$ cat config.mk
export PLATFORM = sky130hd
export DESIGN_NAME = multicycle_ctrl_fsm
export DESIGN_NICKNAME = d
export VERILOG_FILES = /design/src/rtl/multicycle_ctrl_fsm.sv
export SDC_FILE = /design/constraint.sdc
export NUM_CORES = 1
export LEC_CHECK = 0
export CORE_ASPECT_RATIO = 1.4
export CORE_UTILIZATION = 44
export CTS_BUF_LIST = sky130_fd_sc_hd__clkbuf_8
export CTS_CLUSTER_DIAMETER = 60
export DETAILED_ROUTE_END_ITERATION = 6
export GPL_TIMING_DRIVEN = 0
export PLACE_DENSITY = 0.81
export SETUP_SLACK_MARGIN = 0.5
export SYNTH_ARGS = -nofsm -noshare
export SYNTH_HDL_FRONTEND = slang
export SYNTH_SLANG_ARGS = --single-unit
export TNS_END_PERCENT = 10
$ cat constraint.sdc
create_clock -name clk -period 2.2 [get_ports clk]
set_clock_uncertainty 0.15 [all_clocks]
set_input_delay 0.22 -clock clk [delete_from_list [all_inputs] [get_ports clk]]
set_output_delay 0.22 -clock clk [all_outputs]
set_load 0.01 [all_outputs]
$ cat src/rtl/multicycle_ctrl_fsm.sv
// Control FSM for a multicycle RV32 core: fetch/decode/exec/mem/wb with a bounded mem_ack wait.
// Define MULTICYCLE_CTRL_MULDIV_EN to add the MULW state and the mul_start/mul_done handshake.
module multicycle_ctrl_fsm #(
  parameter int TIMEOUT = 16,
  parameter int TO_W    = 8
) (
  input  logic       clk,
  input  logic       reset_in,
  input  logic [6:0] opcode,
  input  logic [2:0] funct3,
  input  logic [6:0] funct7,
  input  logic       EQ,
  input  logic       A_lt_B,
  input  logic       A_lt_UB,
  input  logic       mem_ack,
  output logic       mem_req,
  output logic       mem_we,
  output logic       ir_en,
  output logic       pc_en,
  output logic       rd_en,
  output logic [2:0] func,
  output logic [2:0] rd_sel,
  output logic [2:0] sx_size,
  output logic       sub_sra,
  output logic       alu_a_sel,
  output logic       alu_b_sel,
  output logic       pc_alu_sel,
  output logic       pc_next_sel,
  output logic [2:0] state,
  output logic       illegal,
  output logic       timeout
`ifdef MULTICYCLE_CTRL_MULDIV_EN
  ,
  output logic       mul_start,
  input  logic       mul_done
`endif
);

  localparam logic [2:0] S_FETCH  = 3'd0;
  localparam logic [2:0] S_DECODE = 3'd1;
  localparam logic [2:0] S_EXEC   = 3'd2;
  localparam logic [2:0] S_MEM    = 3'd3;
  localparam logic [2:0] S_MULW   = 3'd4;
  localparam logic [2:0] S_WB     = 3'd5;
  localparam logic [2:0] S_TRAP   = 3'd6;

  localparam logic [6:0] OPC_LUI    = 7'b0110111;
  localparam logic [6:0] OPC_AUIPC  = 7'b0010111;
  localparam logic [6:0] OPC_JAL    = 7'b1101111;
  localparam logic [6:0] OPC_JALR   = 7'b1100111;
  localparam logic [6:0] OPC_BRANCH = 7'b1100011;
  localparam logic [6:0] OPC_LOAD   = 7'b0000011;
  localparam logic [6:0] OPC_STORE  = 7'b0100011;
  localparam logic [6:0] OPC_IMM    = 7'b0010011;
  localparam logic [6:0] OPC_OP     = 7'b0110011;
  localparam logic [6:0] OPC_FENCE  = 7'b0001111;
  localparam logic [6:0] OPC_SYSTEM = 7'b1110011;

  localparam logic [TO_W-1:0] CNT_LIMIT = TO_W'(TIMEOUT - 1);

  logic [2:0]      state_d, state_q;
  logic [TO_W-1:0] cnt_d, cnt_q;
  logic            illegal_d, illegal_q;
  logic            timeout_d, timeout_q;
  logic            is_lui, is_auipc, is_jal, is_jalr, is_branch;
  logic            is_load, is_store, is_imm, is_op, is_fence, is_system;
  logic            is_mul, mul_legal, op_legal, rd_write, br_taken, at_limit;
  logic            unused_funct7;

  assign is_lui    = (opcode == OPC_LUI);
  assign is_auipc  = (opcode == OPC_AUIPC);
  assign is_jal    = (opcode == OPC_JAL);
  assign is_jalr   = (opcode == OPC_JALR);
  assign is_branch = (opcode == OPC_BRANCH);
  assign is_load   = (opcode == OPC_LOAD);
  assign is_store  = (opcode == OPC_STORE);
  assign is_imm    = (opcode == OPC_IMM);
  assign is_op     = (opcode == OPC_OP);
  assign is_fence  = (opcode == OPC_FENCE);
  assign is_system = (opcode == OPC_SYSTEM);
  assign is_mul    = is_op & funct7[0];

`ifdef MULTICYCLE_CTRL_MULDIV_EN
  assign mul_legal = 1'b1;
`else
  assign mul_legal = 1'b0;
`endif

  assign op_legal = (is_lui | is_auipc | is_jal | is_jalr | is_branch | is_load | is_store |
                     is_imm | is_op | is_fence | is_system) & ~(is_mul & ~mul_legal);
  assign rd_write = is_lui | is_auipc | is_jal | is_jalr | is_load | is_imm | is_op;
  assign at_limit = (cnt_q == CNT_LIMIT);
  assign unused_funct7 = ^{funct7[6], funct7[4:1]};

  always_comb begin
    case (funct3)
      3'b000:  br_taken = EQ;
      3'b001:  br_taken = ~EQ;
      3'b100:  br_taken = A_lt_B;
      3'b101:  br_taken = ~A_lt_B;
      3'b110:  br_taken = A_lt_UB;
      3'b111:  br_taken = ~A_lt_UB;
      default: br_taken = 1'b0;
    endcase
  end

  // Datapath selects are pure decode; the FSM only gates the enables.
  assign func        = (is_op | is_imm) ? funct3 : 3'd0;
  assign sub_sra     = (is_op | (is_imm & (funct3[1:0] == 2'b01))) ? funct7[5] : 1'b0;
  assign alu_a_sel   = is_jal | is_auipc;
  assign alu_b_sel   = is_imm | is_load | is_store | is_jalr | is_lui | is_auipc | is_jal;
  assign pc_next_sel = is_jal | is_jalr;
  assign pc_alu_sel  = ~(is_auipc | (is_branch & br_taken));
  assign sx_size     = funct3;

  always_comb begin
    rd_sel = 3'd1;
    if (is_jal | is_jalr) rd_sel = 3'd0;
    else if (is_lui)      rd_sel = 3'd2;
    else if (is_load)     rd_sel = 3'd3;
    else if (is_mul)      rd_sel = 3'd4;
    else if (is_auipc)    rd_sel = 3'd5;
  end

`ifdef MULTICYCLE_CTRL_MULDIV_EN
  logic mul_start_d, mul_start_q;
  assign mul_start = mul_start_q;
`endif

  always_ff @(posedge clk or posedge reset_in) begin
    if (reset_in) begin
      state_q     <= S_FETCH;
      cnt_q       <= '0;
      illegal_q   <= 1'b0;
      timeout_q   <= 1'b0;
`ifdef MULTICYCLE_CTRL_MULDIV_EN
      mul_start_q <= 1'b0;
`endif
    end else begin
      state_q     <= state_d;
      cnt_q       <= cnt_d;
      illegal_q   <= illegal_d;
      timeout_q   <= timeout_d;
`ifdef MULTICYCLE_CTRL_MULDIV_EN
      mul_start_q <= mul_start_d;
`endif
    end
  end

  always_comb begin
    state_d     = state_q;
    cnt_d       = cnt_q;
    illegal_d   = illegal_q;
    timeout_d   = timeout_q;
`ifdef MULTICYCLE_CTRL_MULDIV_EN
    mul_start_d = 1'b0;
`endif
    case (state_q)
      S_FETCH, S_MEM: begin
        // An ack on the limit cycle still completes the transfer.
        if (mem_ack) begin
          state_d = (state_q == S_FETCH) ? S_DECODE : S_WB;
        end else if (at_limit) begin
          state_d   = S_TRAP;
          timeout_d = 1'b1;
        end
      end
      S_DECODE: begin
        if (op_legal) begin
          state_d = S_EXEC;
        end else begin
          state_d   = S_TRAP;
          illegal_d = 1'b1;
        end
      end
      S_EXEC: begin
        if (is_load | is_store) state_d = S_MEM;
        else if (is_mul)        state_d = S_MULW;
        else                    state_d = S_WB;
`ifdef MULTICYCLE_CTRL_MULDIV_EN
        mul_start_d = is_mul & ~is_load & ~is_store;
`endif
      end
      S_MULW: begin
`ifdef MULTICYCLE_CTRL_MULDIV_EN
        if (mul_done) state_d = S_WB;
`else
        state_d = S_TRAP;
`endif
      end
      S_WB:    state_d = S_FETCH;
      S_TRAP:  state_d = S_TRAP;
      default: state_d = S_TRAP;
    endcase

    if (((state_d == S_FETCH) || (state_d == S_MEM)) && (state_d != state_q)) begin
      cnt_d = '0;
    end else if (mem_req && !mem_ack) begin
      cnt_d = cnt_q + TO_W'(1);
    end
  end

  always_comb begin
    mem_req = 1'b0;
    mem_we  = 1'b0;
    ir_en   = 1'b0;
    pc_en   = 1'b0;
    rd_en   = 1'b0;
    if (!reset_in) begin
      case (state_q)
        S_FETCH: begin
          mem_req = 1'b1;
          ir_en   = mem_ack;
        end
        S_MEM: begin
          mem_req = 1'b1;
          mem_we  = is_store;
        end
        S_WB: begin
          pc_en = 1'b1;
          rd_en = rd_write;
        end
        default: ;
      endcase
    end
  end

  assign state   = state_q;
  assign illegal = illegal_q;
  assign timeout = timeout_q;

endmodule

==> After elaboration in Yosys (flattened, before gate mapping) <==
Cells that the tools add are included.
{ "word_totals": {"reg_bits": 13, "ram_bits": 0, "mem_count": 0, "latch_bits": 0, "romBits": 0} }
{ "classes": {"eq_ne": 24, "n_mul": 0, "reduce_logical": 11, "order_cmp": 0, "n_bitwise": 36, "n_div": 0, "n_shift": 0, "muxes": 27, "add_sub_neg": 1} }
{ "ops": {"columns": ["operator", "n"], "rows": [
  ["2-to-1 mux 3 bit", 11],
  ["== test 7 bit, second input constant", 4],
  ["OR 1 bit", 25],
  ["== test 7 x 6 -> 1 bit, second input constant", 3],
  ["2-to-1 mux 8 bit", 2],
  ["== test 3 bit, second input constant", 5],
  ["== test 7 x 5 -> 1 bit, second input constant", 2],
  ["2-to-1 mux 1 bit", 12],
  ["case mux 3 bit (4 select lines)", 1],
  ["== test 3 x 2 -> 1 bit, second input constant", 3],
  ["zero test 3 bit", 3],
  ["adder 8 x 1 -> 8 bit, second input constant", 1],
  ["== test 8 x 4 -> 1 bit, second input constant", 1],
  ["== test 7 x 2 -> 1 bit, second input constant", 1],
  ["== test 7 x 4 -> 1 bit, second input constant", 1],
  ["inverter 1 bit", 7],
  ["== test 3 x 1 -> 1 bit, second input constant", 2],
  ["case mux 1 bit (6 select lines)", 1],
  ["bitwise AND 1 bit", 4],
  ["!= test 3 bit", 1],
  ["AND reduction 3 bit", 1],
  ["== test 2 x 1 -> 1 bit, second input constant", 1],
  ["logical AND 1 bit", 2],
  ["AND reduction 2 bit", 1],
  ["other kinds (4)", 4]
]} }

==> Depth between registers and ports, before layout <==
{ "depth": {"depth_word": 18, "mapped_depth": 6} }

==> Worst setup path before layout <==
Ideal clock, no wire load.
{ "synth_path": {"path_type": "register to output", "startpoint": "register state_q[1], in the netlist state[1]", "endpoint": "output port rd_en", "arrival_time_ps": 1673, "stages_incl_launch_ff": 5, "path_slack_ps": 157, "t_required_ps": 1830, "cell_sequence": "dfrtp_1 -> clkbuf_8 -> nand2b_4 -> or2_2 -> a2111oi_0"} }
{ "synth_between": {"elab_chain_cells": 3} }
{ "synth_rtl": {"columns": ["item", "line", "rtl"], "rows": [
  ["start, declared", "61", "logic [2:0] state_d, state_q;"],
  ["start signal, assigned", "140", "state_q <= state_d;"],
  ["== test 3 bit", "210", "case (state_q)"],
  ["2-to-1 mux 1 bit", "210", null],
  ["2-to-1 mux 1 bit", "209", "if (!reset_in) begin"],
  ["end, declared", "20", "output logic rd_en,"]
]} }
Every way passes these cells.

==> Worst setup path in the final report <==
{ "layout_path": {"startpoint": "register state_q[0], in the netlist state[0]", "endpoint": "output port ir_en"} }
{ "layout_between": {"elab_chain_cells": 3} }
{ "layout_rtl": {"columns": ["item", "line", "rtl"], "rows": [
  ["zero test 3 bit", "210", null],
  ["2-to-1 mux 1 bit", "210", null],
  ["2-to-1 mux 1 bit", "209", null],
  ["end, declared", "18", "output logic ir_en,"]
]} }
Every way passes these cells.

==> metrics.txt <==
Crit path max-delay family=simple AND/OR/NAND/NOR gates; Final Wtd Congestion=0.830; CTS H-tree depth=1; Final Power=579 µW; fin crit share=87.1%; Final Hold Viols=0; Die Height=around 63 µm; number of global-route vias before repair=1324; vias post-DR=1274; # DRC=0; Synthesis Warnings=0; Routed WL per cell=14.9 µm; largest cells by area after synthesis=dfrtp_1 (28%), nor2_1 (6.8%), nand2_1 (4.2%); Area after DPL=1630 µm²; Setup TNS Final=0 ns; multi-input logic area=about 850 µm²; synthesized flop and latch total=13; post-route ant nets=0; initial antenna violation count=0; CTS Root Cell=clkbuf_8; # IOs=47; CTS Buffer Depth=2; Seq/Total Area, Yosys=28.0%; R2R setup slack=between 0.2 and 0.3 ns; total wire length=3390 µm; DRT iter0 DRCs=23; Rows=21; CTS buffer count=3; max-cap violation count=0; Vias/cell=5.59; die area=2850 µm²; status=completed; clock slew at reported path FFs=0.06 ns; Fillers=186; Max Clk Rate=522 MHz; CTS tree=yes; cell type with the highest aggregate area in the netlist=dfrtp_1; register area=328 µm²; unrepaired setup endpoints after global routing=true; nets=approximately 220; All-Layer GR Usage=26.0%; Reg2Reg Capture Point=cnt_q[5]; endpoints failing setup=0; Setup crit end kind=primary output; synthesized area per cell=about 8.3 µm²; Leak=0.000822 µW; largest net degree at the start of global routing=14; Detailed Routing Iterations Pass 1=4; Reg2Reg Depth=5; crit path DAT=1.55 ns; Crit path largest cell delay=approximately 0.39 ns; Max-slew headroom=66.5%; first-pass GRT wire length=5620 µm; port bufs=41; final antenna diode count=0; Worst Setup Path Type=reg -> out; Buf/Inv on CP=2; busiest grt layer=met2; gate count after technology mapping=139; crit start category=flop; GR Util met2=a little under half; cell breakdown of the critical path=buf_6 -> or2_2 -> nor3_2 -> clkdlybuf4s15_2; Crit path required time=1.83 ns; Distinct cells, synth=49; min Tclk post-route=1.92 ns; grt met3 use=4.05%; Area Growth Syn to Fin=57.8%; Slew @ Worst Pin=0.501 ns; share of layout cells above drive strength 1=32.5%; die width=45.4 µm; clock latency on the worst-skew pair=approximately 0.25 ns; Starting Density=47.5%; worst hold path type=in -> async; Post-DP HPWL=approximately 2400 µm; Reg2Reg Launch Point=cnt_q[5]; worst-path maximum fanout=9; CP max-delay cell=dfrtp_1; clock sinks=13; M1 GR Usage=27.8%; maximum VDD drop=0.195 mV; fin area=1830 µm²; PD cells=317 nW/µm²; hold_buf cts=0; syn_nets=163; core box area=2440 µm²; Slew Limit Fails=0; share of the synthesized area in the top cell type=approximately 28%; GRT overflow=0; synthesized cell area=1160 µm²
## state kept, by name (all words and copies together), names as in the netlist
register,flops
cnt_q,8
state,3
timeout,1
illegal,1
## worst reg2reg max path, cell delays in order (launching register included)
cell	delay [ns]
dfrtp_1	0.41
or4_4	0.56
nor3_4	0.24
o2111ai_2	0.20
nand2_4	0.17
nor2_1	0.06
## cells by family after synthesis
family,synth area share [%]
buffers and inverters,6.90
AOI/OAI and AO/OA,16.6
muxes,2.70
DFF,28.0
adders and majority gates,1.08
xor gates and xnor gates,8.20
and+or+nand+nor,36.5
## layout make-up
cell class | instances | area share, %
sequential | 13 | 17.9
clock inverter | 1 | 0.205
multi-input combinational | 113 | 46.4
tap | 34 | 2.32
clock buffer | 3 | 2.26
inverter | 5 | 1.03
timing repair buffer | 51 | 25.4
buffer | 8 | 4.44
## through the flow
step / worst slack [ns] / util, % / hold WS (ns) / std cells
after floorplan: 0.498 / - / -0.0530 / 139
after global placement: -0.430 / 66.8 / 0.295 / 214
after detailed placement: -0.443 / 66.8 / 0.304 / 214
after CTS: 0.259 / 73.7 / 0.0964 / 226
after global routing: 0.206 / 74.9 / 0.126 / 228
final: 0.284 / 74.9 / 0.0721 / 228
## routing by layer
layer,up-vias,wire length [µm]
met5,-,0
met4,0,111
met3,14,177
met2,54,1820
met1,602,1280
li1,604,-
## worst max path at each step
stage,start,endpoint,depth (start not counted)
detailed placement,opcode[4],rd_en,5
global placement,opcode[4],rd_en,5
floorplan,state[1],rd_en,4
CTS,state[1],rd_en,5
global route,cnt_q[5],cnt_q[0],5
finish,state[0],ir_en,4
## synthesized netlist by cell type, drive strengths merged
| cell | count |
|---|---|
| a2111oi | 1 |
| a211o | 1 |
| a211oi | 1 |
| a21boi | 1 |
| a21o | 1 |
| a21oi | 5 |
| a22oi | 1 |
| a31oi | 1 |
| and2 | 3 |
| and3 | 2 |
| and4b | 1 |
| buf | 6 |
| clkbuf | 2 |
| dfrtp | 13 |
| ha | 1 |
| inv | 5 |
| mux2 | 1 |
| mux2i | 2 |
| nand2 | 14 |
| nand2b | 3 |
| nand3 | 9 |
| nand3b | 1 |
| nand4 | 2 |
| nand4bb | 1 |
| nor2 | 21 |
| nor2b | 2 |
| nor3 | 6 |
| nor4 | 1 |
| nor4bb | 1 |
| o2111ai | 2 |
| o211ai | 2 |
| o21ai | 5 |
| o22ai | 2 |
| o31ai | 3 |
| or2 | 3 |
| or3 | 2 |
| or4 | 1 |
| xnor2 | 4 |
| xor2 | 6 |
## power breakdown
group | switching (µW) | total, µW | internal [µW]
combinational | 63.3 | 122 | 58.7
sequential | 0.320 | 240 | 240
clock | 93.4 | 217 | 124
total | 157 | 579 | 422
## layout by cell type (no fill, tap or decap), types with 5 or more instances in the layout
cell type / n
buf_2: 6
buf_4: 13
nand2_1: 13
dlygate4sd2_1: 11
dfrtp_1: 11
nand3_1: 9
clkdlybuf4s15_2: 7
nor2_1: 17
inv_1: 6
clkdlybuf4s50_1: 12
xor2_1: 5
## repair_timing
action                     in CTS  in global routing
resized for setup              80                 12
pin swaps                       5                 10
setup buffers                   8                  2
setup endpoints to repair      30                 28
(Power assumes the default switching activity.)
==> RTL edit: new RTL, same settings <==
Put one more register stage on the output `timeout`, cleared by the reset. The value now appears one clock later. The other outputs are not delayed to match.
--- a/src/rtl/multicycle_ctrl_fsm.sv
+++ b/src/rtl/multicycle_ctrl_fsm.sv
@@ -228,5 +228,11 @@
   assign state   = state_q;
   assign illegal = illegal_q;
-  assign timeout = timeout_q;
+  always_ff @(posedge clk or posedge reset_in) begin
+    if (reset_in) begin
+      timeout <= '0;
+    end else begin
+      timeout <= timeout_q;
+    end
+  end
 
 endmodule
Function: same outputs for any inputs over 10 cycles, from zero or initial values and one cycle with reset_in high; that may be too few to reach the edited logic, so the function may still have changed.
==> RTL edit against the original RTL <==
Sequential cell count is 1 higher; synthesized cell count is 5.8% higher; utilization is 0.69 points higher; cell count is 7.9% higher; area after synthesis is 12% higher; wire length is 25% higher; hold slack better by 0.17 ns; count of clock-buffer cells in the layout stayed put; final area is 11% higher; die area is 11% higher; sequential power is 8.7% higher; setup slack worse by 0.18 ns; total power is 5.1% higher.
==> RTL edit: results (changes against the original RTL) <==
| Group | Result | Value | vs unedited |
| --- | --- | --- | --- |
| status | Run status | completed |  |
| route | Via count | 1434 | +13% |
| route | Length of routed met3 wiring | 298 microns | +68% |
| place | Routability Congestion | 0.843 | +1.6% |
| logic synthesis | Synth top cells by count | 14 x sky130_fd_sc_hd__dfrtp_1, 11 x sky130_fd_sc_hd__a21oi_1, 10 x sky130_fd_sc_hd__nor2_1, 9 x sky130_fd_sc_hd__inv_1, 8 x sky130_fd_sc_hd__nand2_1 |  |
| global route | Met3 usage | 4.10% | +0.052 points |
| cells and area | Fraction of final layout cells with drive strength greater than 1 | 35.2% | +2.8 points |
| place | Instance area at placement | 1750 sq um | +7.4% |
| sta | Pin slew with the least headroom to its limit | 0.616 ns | +0.114 ns |
| global route | Met2 capacity usage during global routing | 52.9% | +6.8 points |
| cells and area | Total Nets Final | 236 | +7.8% |
| worst setup path | Reg-to-Reg Start | cnt_q[0] |  |
| route | Average wire per standard cell | 17.2 microns | +16% |
| worst setup path | Depth of the most critical reg-to-reg path | 7 | +2 |
| place | HPWL after DPL | 2.66 mm | +12% |
| global route | Global Route met1 Usage | 30.7% | +2.9 points |
| route | Total met2 wirelength after detailed routing | 2.28 mm | +25% |
| global route | Pin count of the biggest net entering global routing | 15 | +1 |
| worst setup path | R2R Setup Slk | 0.10 ns | -0.19 ns |
| worst setup path | Top fanout value on the critical path | 8 | -1 |
| power and ir drop | Peak ir drop on the vdd network | 0.000378 V | +94% |
| worst setup path | Crit Path Category | register to register |  |
| logic synthesis | Syn nets | 171 | +4.9% |
| route | DRT met1 WL | 1.48 mm | +15% |
| place | Input/output buffers | 40 | -2.4% |
| logic synthesis | Fraction of the yosys area taken by sequential cells | 27.1% | -0.99 points |
| global route | Via count of the first global-routing pass | 1463 | +10% |
| global route | First-pass GRT wire length | 6.65 mm | +18% |
| worst setup path | Data arrival time of the critical path | 2.13 ns | +0.58 ns |
| logic synthesis | Largest cells by area after synthesis | sky130_fd_sc_hd__dfrtp_1 27%, sky130_fd_sc_hd__a21oi_1 4.3%, sky130_fd_sc_hd__xor2_1 4.1% |  |
| hold path | Type of the most critical hold path | register to register |  |
| clocking | Number of buffers inserted to repair setup after CTS | 18 | +10 |
| route | Violation count after the first detailed-route iteration | 42 | +83% |
| logic synthesis | Count of distinct cell types in the synthesized netlist | 55 | +12% |
## RTL edit: kinds of logic after synthesis
group | Yosys count | synth area share, %
AOI/OAI and AO/OA | 36 | 19.3
xor gates and xnor gates | 10 | 6.76
adders and majority gates | 1 | 0.966
buffers and inverters | 21 | 10.2
DFF | 14 | 27.1
muxes | 4 | 3.19
and+or+nand+nor | 61 | 32.5
## RTL edit: cell type report
| class | instances | share of cell area [%] |
|---|---|---|
| Timing Repair Buffer | 60 | 24.8 |
| Clock buffer | 3 | 2.02 |
| Inverter | 9 | 1.66 |
| Buffer | 12 | 6.38 |
| Tap cell | 36 | 2.21 |
| Multi-Input combinational cell | 112 | 45.6 |
| Sequential cell | 14 | 17.2 |
## RTL edit: report_power, final
part | switching [W] | internal [W]
Sequential | 0.00000150 | 0.000260
Combinational | 0.0000701 | 0.0000682
Clock | 0.0000885 | 0.000121
## RTL edit: per-stage QoR
| stage | instances | setup slack [ns] | utilization, % | hold slack (ns) |
|---|---|---|---|---|
| floorplan | 147 | 0.218 | - | -0.0408 |
| global placement | 223 | -0.495 | 65.0 | 0.221 |
| detailed placement | 223 | -0.556 | 65.0 | 0.230 |
| CTS | 245 | 0.148 | 74.8 | 0.241 |
| global route | 246 | 0.0431 | 75.6 | 0.257 |
| finish | 246 | 0.101 | 75.6 | 0.237 |
## RTL edit: critical path: stages (launching register included)
cell,delay [ns]
sky130_fd_sc_hd__dfrtp_2,0.43
sky130_fd_sc_hd__ha_4,0.17
sky130_fd_sc_hd__nor4b_4,0.13
sky130_fd_sc_hd__buf_4,0.14
sky130_fd_sc_hd__a41oi_1,0.31
sky130_fd_sc_hd__o221ai_1,0.18
sky130_fd_sc_hd__mux2_4,0.37
sky130_fd_sc_hd__a21oi_2,0.15
